===== src/rtl/dm_access_unit_pkg.sv =====
// Shared encodings for the data-memory access unit: opcodes, FSM states and
// lane-select constants used by the load extractor and store merger.
package dm_access_unit_pkg;

  localparam logic [2:0] OP_LB  = 3'd0;
  localparam logic [2:0] OP_LBU = 3'd1;
  localparam logic [2:0] OP_LH  = 3'd2;
  localparam logic [2:0] OP_LHU = 3'd3;
  localparam logic [2:0] OP_LW  = 3'd4;
  localparam logic [2:0] OP_SB  = 3'd5;
  localparam logic [2:0] OP_SH  = 3'd6;
  localparam logic [2:0] OP_SW  = 3'd7;

  typedef enum logic [1:0] {
    ST_IDLE   = 2'd0,
    ST_ACCESS = 2'd1,
    ST_MERGE  = 2'd2
  } state_t;

  localparam logic [1:0] LANE_B0 = 2'd0;
  localparam logic [1:0] LANE_B1 = 2'd1;
  localparam logic [1:0] LANE_B2 = 2'd2;
  localparam logic [1:0] LANE_B3 = 2'd3;
  localparam logic       HALF_LO = 1'b0;
  localparam logic       HALF_HI = 1'b1;

endpackage


===== src/rtl/dm_access_unit_lane_mux.sv =====
// Combinational lane logic: sub-word load extraction/extension and the
// byte/halfword merge that feeds the read-modify-write store path.
module dm_lane_mux
  import dm_access_unit_pkg::*;
(
  input  logic [31:0] word,
  input  logic [15:0] wdata,
  input  logic [2:0]  op,
  input  logic [1:0]  lane,
  output logic [31:0] load_val,
  output logic [31:0] merged
);

  function automatic logic [31:0] ext8(input logic [7:0] v, input logic sgn);
    logic signed [8:0] t;
    t = $signed({sgn & v[7], v});
    return 32'(t);
  endfunction

  function automatic logic [31:0] ext16(input logic [15:0] v, input logic sgn);
    logic signed [16:0] t;
    t = $signed({sgn & v[15], v});
    return 32'(t);
  endfunction

  logic [7:0]  byte_v;
  logic [15:0] half_v;

  always_comb begin
    byte_v = word[{lane, 3'b000} +: 8];
    half_v = word[{lane[1], 4'b0000} +: 16];
    case (op)
      OP_LB:   load_val = ext8(byte_v, 1'b1);
      OP_LBU:  load_val = ext8(byte_v, 1'b0);
      OP_LH:   load_val = ext16(half_v, 1'b1);
      OP_LHU:  load_val = ext16(half_v, 1'b0);
      default: load_val = word;
    endcase
  end

  always_comb begin
    merged = word;
    if (op == OP_SB) begin
      case (lane)
        LANE_B0: merged = {word[31:8], wdata[7:0]};
        LANE_B1: merged = {word[31:16], wdata[7:0], word[7:0]};
        LANE_B2: merged = {word[31:24], wdata[7:0], word[15:0]};
        LANE_B3: merged = {wdata[7:0], word[23:0]};
        default: merged = word;
      endcase
    end else if (op == OP_SH) begin
      if (lane[1] == HALF_HI) merged = {wdata, word[15:0]};
      else if (lane[1] == HALF_LO) merged = {word[31:16], wdata};
    end
  end

endmodule


===== src/rtl/dm_access_unit.sv =====
// Load/store initiator for a word-only memory port. Sub-word stores are
// done as read (ACCESS) then merged write (MERGE); bad accesses never touch memory.
module dm_access_unit
  import dm_access_unit_pkg::*;
#(
  parameter int MEM_WORDS = 1024,
  parameter int ADDR_LSB  = 2
) (
  input  logic        clk,
  input  logic        reset,
  input  logic        req,
  input  logic [2:0]  op,
  input  logic [31:0] addr,
  input  logic [31:0] wdata,
  output logic        ready,
  output logic        done,
  output logic        err,
  output logic [31:0] rdata,
  output logic        mem_we,
  output logic [31:0] mem_addr,
  output logic [31:0] mem_wdata,
  input  logic [31:0] mem_rdata
);

  localparam logic [31:0] ADDR_LIMIT = 32'(4 * MEM_WORDS);

  state_t      state, state_nxt;
  logic [2:0]  op_q;
  logic [31:0] addr_q;
  logic [31:0] wdata_q;
  logic [31:0] old_q;
  logic [31:0] load_val;
  logic [31:0] merged;
  logic        req_err;
  logic        is_sub_store;
  logic        is_load;

  always_comb begin
    req_err = (addr >= ADDR_LIMIT)
            || (((op == OP_LH) || (op == OP_LHU) || (op == OP_SH)) && addr[0])
            || (((op == OP_LW) || (op == OP_SW)) && (addr[1:0] != 2'b00));
    is_sub_store = (op_q == OP_SB) || (op_q == OP_SH);
    is_load      = (op_q <= OP_LW);
  end

  dm_lane_mux u_lane_mux (
    .word     (state == ST_MERGE ? old_q : mem_rdata),
    .wdata    (wdata_q[15:0]),
    .op       (op_q),
    .lane     (addr_q[1:0]),
    .load_val (load_val),
    .merged   (merged)
  );

  always_ff @(posedge clk) begin
    if (reset) state <= ST_IDLE;
    else       state <= state_nxt;
  end

  always_comb begin
    state_nxt = state;
    case (state)
      ST_IDLE:   if (req && !req_err) state_nxt = ST_ACCESS;
      ST_ACCESS: state_nxt = is_sub_store ? ST_MERGE : ST_IDLE;
      ST_MERGE:  state_nxt = ST_IDLE;
      default:   state_nxt = ST_IDLE;
    endcase
  end

  // Reset gates the write strobe so an aborted MERGE never commits.
  always_comb begin
    ready     = (state == ST_IDLE);
    mem_we    = 1'b0;
    mem_addr  = 32'd0;
    mem_wdata = 32'd0;
    if (state != ST_IDLE) mem_addr = {addr_q[31:ADDR_LSB], {ADDR_LSB{1'b0}}};
    if (state == ST_ACCESS && op_q == OP_SW) begin
      mem_we    = !reset;
      mem_wdata = wdata_q;
    end else if (state == ST_MERGE) begin
      mem_we    = !reset;
      mem_wdata = merged;
    end
  end

  always_ff @(posedge clk) begin
    if (state == ST_IDLE && req) begin
      op_q    <= op;
      addr_q  <= addr;
      wdata_q <= wdata;
    end
    if (state == ST_ACCESS) old_q <= mem_rdata;
  end

  always_ff @(posedge clk) begin
    if (reset) begin
      done  <= 1'b0;
      err   <= 1'b0;
      rdata <= 32'd0;
    end else begin
      done <= 1'b0;
      err  <= 1'b0;
      case (state)
        ST_IDLE: if (req && req_err) begin
          done <= 1'b1;
          err  <= 1'b1;
        end
        ST_ACCESS: begin
          if (!is_sub_store) done <= 1'b1;
          if (is_load) rdata <= load_val;
        end
        ST_MERGE: done <= 1'b1;
        default: ;
      endcase
    end
  end

endmodule

===== config.mk =====
export PLATFORM = sky130hd
export DESIGN_NAME = dm_access_unit
export DESIGN_NICKNAME = d
export VERILOG_FILES = /design/src/rtl/dm_access_unit_pkg.sv /design/src/rtl/dm_access_unit_lane_mux.sv /design/src/rtl/dm_access_unit.sv
export SDC_FILE = /design/constraint.sdc
export NUM_CORES = 1
export LEC_CHECK = 0
export CAP_MARGIN = 20
export CORE_UTILIZATION = 50
export DETAILED_ROUTE_END_ITERATION = 16
export PLACE_DENSITY = 0.86
export SLEW_MARGIN = 20
export SYNTH_ARGS = -nofsm -noshare
export SYNTH_HDL_FRONTEND = slang
export SYNTH_SLANG_ARGS = --single-unit
export TNS_END_PERCENT = 20

===== constraint.sdc =====
create_clock -name clk -period 4.89 [get_ports clk]
set_input_delay 0.978 -clock clk [delete_from_list [all_inputs] [get_ports clk]]
set_output_delay 0.978 -clock clk [all_outputs]
set_load 0.02 [all_outputs]

==> Flow_metrics.wiki <==
{| class="wikitable"
! Metric !! Value
|-
| Via-to-Cell Ratio || between 5 and 6
|-
| Setup CP Type || flop to output pin
|-
| Total non-filler cell area in the finished layout || approximately 9000 um^2
|-
| Layout Nets || 832
|-
| IO Pins || 202
|-
| Final cell count without fillers || 911
|-
| Vias in the first global route || about 5,200
|-
| Number of flops mapped to enable cells by yosys || just under 100
|-
| IR Drop Worst-Case VDD || between 0.3 and 0.4 mV
|-
| Syn Inst Count || 533
|-
| Half-perimeter wire length of the detailed placement result || around 13 mm
|-
| Crit path launch || op_q[1]
|-
| Sequential area share after synthesis || 0.590
|-
| Clock root buffer master || sky130_fd_sc_hd__clkbuf_16
|-
| Worst Setup Start Kind || flop
|-
| Pin count of the biggest net entering global routing || 40
|-
| Slew of the pin with the lowest slew margin || about 0.88 ns
|-
| Remaining antenna violation count || 0
|-
| Total Neg Setup Slack || 0 ns
|-
| Top library cells by usage in the layout, fill and taps aside || sky130_fd_sc_hd__clkdlybuf4s50_1, sky130_fd_sc_hd__edfxtp_1, sky130_fd_sc_hd__nand2_1, sky130_fd_sc_hd__nor2_1, sky130_fd_sc_hd__mux2i_1
|-
| Setup fix buffers added after clock tree synthesis || 0
|-
| Die X || ~110 um
|-
| Number of diodes added for antenna fixing || 0
|-
| Arrival time of data at the critical path endpoint || 3.30 ns
|-
| Vias post-DR || ~5,300
|-
| CTS Buffer Depth || 2
|-
| Largest driver fanout on the critical path || 19
|-
| Setup skew after layout || between 0.005 and 0.006 ns
|-
| Worst slew margin relative to its limit || 0.416
|-
| Yosys warns || 0
|-
| Clock buffer count from CTS || 17
|-
| Most used DFF post-synth || sky130_fd_sc_hd__edfxtp_1
|-
| Final setup violation count || 0
|-
| Synth cell types || 50
|-
| Standard cell core area || approximately 12,000 um^2
|-
| CTS clk-pin slew, worst paths || around 0.06 ns
|-
| DRC errors left || 0
|-
| First-pass GRT wire length || roughly 29 mm
|-
| Drt first-iter violations || about 700
|-
| Deepest level of the CTS H-tree || 4
|-
| Seq cells post-synth || around 140
|-
| Y dimension of the die || 114 um
|-
| Synth async-reset ratio || 0
|-
| Global placer's final weighted congestion || between 0.9 and 1
|-
| Clock latency on the worst-skew pair || 0.42 ns
|-
| Area of the die || around 13,000 um^2
|-
| Number of buffers added on ports || 199
|-
| Timing-limited maximum frequency || 0.233 GHz
|-
| Area delta synth->final || 44.4%
|-
| CTS resizes || 0
|-
| Mean post-synth cell area || around 12 um^2
|-
| Minimum clock period || approximately 4.3 ns
|-
| Hold bufs inserted after CTS || 0
|-
| CTS tree || yes
|-
| Number of antenna violations at the first check in global routing || 0
|-
| Power per Cell Area || around 320 nW/um^2
|-
| WP data required || approximately 3.9 ns
|-
| Total power after layout || about 2.9 mW
|-
| FF-to-FF Start || state[1]
|-
| Leak || between 3 and 4 nW
|-
| Total standard cell area after synthesis || 6260 um^2
|-
| CP Capture Type || output pin
|-
| PnR worst setup slack || 0.607 ns
|-
| Leading cell type in the layout, fill and taps excluded || sky130_fd_sc_hd__clkdlybuf4s50_1
|-
| DR WL/cell || 20.2 um
|-
| Max-capacitance violation count || 0
|-
| Status || finished clean
|-
| TritonRoute pass-1 iters || 7
|-
| Final cycle utilization of the critical path || 0.876
|-
| Setup repair after global routing missed its margin || false
|-
| Hold Violations, Final || 0
|-
| Share of layout cells above drive strength 1 || 0.0915
|-
| Cell row count || 40
|-
| Grt ovf || 0
|-
| Sink Count || roughly 140
|-
| Starting density of the core || 0.517
|-
| Post-Place Setup Slack || about 1.0 ns
|-
| Combined global-route utilization of all metal layers || 0.294
|-
| Area post-placement || 8400 um^2
|-
| Path class of the lowest-slack min-delay path || flop to flop
|-
| Instance count after placement with tap cells included || 879
|-
| Number of pins with negative max-slew slack in the final report || 0
|-
| Total wire length after detailed routing || 18.4 mm
|-
| Worst hold start || rdata[4]
|}
-- kinds of logic (layout without fill, tap and decap cells) --
group	after synthesis	after routing	share of synthesized area
other cells	1	2	0.000599
simple gates	176	176	0.136
compound gates	129	129	0.157
buf+inv	40	249	0.0284
xor+xnor	1	1	0.00140
flops	135	135	0.590
mux	51	51	0.0873
-- state kept, by name, indices dropped and copies added, names as in the netlist --
signal   count
rdata       32
state        2
err          1
op_q         3
addr_q      32
wdata_q     32
done         1
old_q       32
-- worst max-delay path, stage by stage (launching register included) --
cell                              delay [ns]
sky130_fd_sc_hd__edfxtp_1               0.59
sky130_fd_sc_hd__and2b_1                0.37
sky130_fd_sc_hd__nand2_2                0.25
sky130_fd_sc_hd__nor3_1                 0.69
sky130_fd_sc_hd__a22oi_1                0.13
sky130_fd_sc_hd__o21ai_0                0.17
sky130_fd_sc_hd__clkdlybuf4s50_1        0.67
-- per-stage QoR --
stage / hold WS (ns) / utilization
after floorplan: 0.517 / -
after global placement: 0.451 / 0.694
after detailed placement: 0.454 / 0.694
after CTS: 0.462 / 0.746
after global routing: 0.477 / 0.747
final: 0.459 / 0.747
-- where the power goes --
| part | switching, mW | leakage, nW | internal [mW] |
|---|---|---|---|
| clock network | 0.487 | 0.299 | 0.898 |
| logic | 0.0962 | 1.49 | 0.110 |
| registers | 0.0213 | 1.23 | 1.27 |
| total | 0.604 | 3.03 | 2.27 |
-- area by class of cell --
class | count | area [um^2]
multi-input cells | 359 | 2410
repair buffers | 209 | 2070
clock buffers | 18 | 429
clock inverters | 14 | 206
fillers | 797 | 3070
flip-flops and latches | 135 | 3690
well taps | 168 | 210
inverters | 8 | 30.0
-- path summary, 6_finish.rpt --
| kind | to | slack (ns) | depth (start not counted) |
|---|---|---|---|
| worst min-delay path | rdata[4] | 0.46 | 2 |
| worst min register to register | rdata[4] | 0.46 | 2 |
| worst max register to register | rdata[26] | 1.74 | 5 |
| worst max-delay path | mem_wdata[9] | 0.61 | 6 |
-- Yosys cell counts (2+ instances only) --
| library cell | instances | area (um^2) |
|---|---|---|
| sky130_fd_sc_hd__a311oi_2 | 8 | 120 |
| sky130_fd_sc_hd__nor2b_1 | 32 | 200 |
| sky130_fd_sc_hd__nor2_1 | 47 | 176 |
| sky130_fd_sc_hd__buf_6 | 2 | 22.5 |
| sky130_fd_sc_hd__inv_1 | 8 | 30.0 |
| sky130_fd_sc_hd__a31oi_1 | 2 | 12.5 |
| sky130_fd_sc_hd__mux4_2 | 2 | 45.0 |
| sky130_fd_sc_hd__a21o_1 | 2 | 15.0 |
| sky130_fd_sc_hd__buf_4 | 2 | 15.0 |
| sky130_fd_sc_hd__o22a_1 | 8 | 70.1 |
| sky130_fd_sc_hd__dfxtp_1 | 36 | 721 |
| sky130_fd_sc_hd__o21ai_0 | 28 | 140 |
| sky130_fd_sc_hd__a211oi_1 | 16 | 120 |
| sky130_fd_sc_hd__nor4_1 | 5 | 31.3 |
| sky130_fd_sc_hd__buf_2 | 4 | 20.0 |
| sky130_fd_sc_hd__clkbuf_1 | 23 | 86.3 |
| sky130_fd_sc_hd__a32oi_1 | 7 | 61.3 |
| sky130_fd_sc_hd__a311oi_1 | 6 | 52.6 |
| sky130_fd_sc_hd__nand3_1 | 2 | 10.0 |
| sky130_fd_sc_hd__mux2i_1 | 40 | 400 |
| sky130_fd_sc_hd__a211oi_2 | 3 | 37.5 |
| sky130_fd_sc_hd__a22o_1 | 8 | 70.1 |
| sky130_fd_sc_hd__nor3_1 | 6 | 30.0 |
| sky130_fd_sc_hd__edfxtp_1 | 99 | 2970 |
| sky130_fd_sc_hd__nand2_1 | 54 | 203 |
| sky130_fd_sc_hd__mux2_2 | 9 | 101 |
| sky130_fd_sc_hd__nand2b_1 | 21 | 131 |
| sky130_fd_sc_hd__a22oi_1 | 8 | 60.1 |
| sky130_fd_sc_hd__a21oi_1 | 16 | 80.1 |
| sky130_fd_sc_hd__o211ai_1 | 8 | 60.1 |
| sky130_fd_sc_hd__nor3b_1 | 2 | 15.0 |
-- per-layer routing --
metal | global-route usage | up-vias | wire length (um)
met5 | 0 | - | 0
li1 | - | 2397 | -
met4 | 0.128 | 0 | 530
met3 | 0.0675 | 36 | 1540
met2 | 0.469 | 314 | 9040
met1 | 0.386 | 2521 | 7260
(Power assumes the default switching activity.)
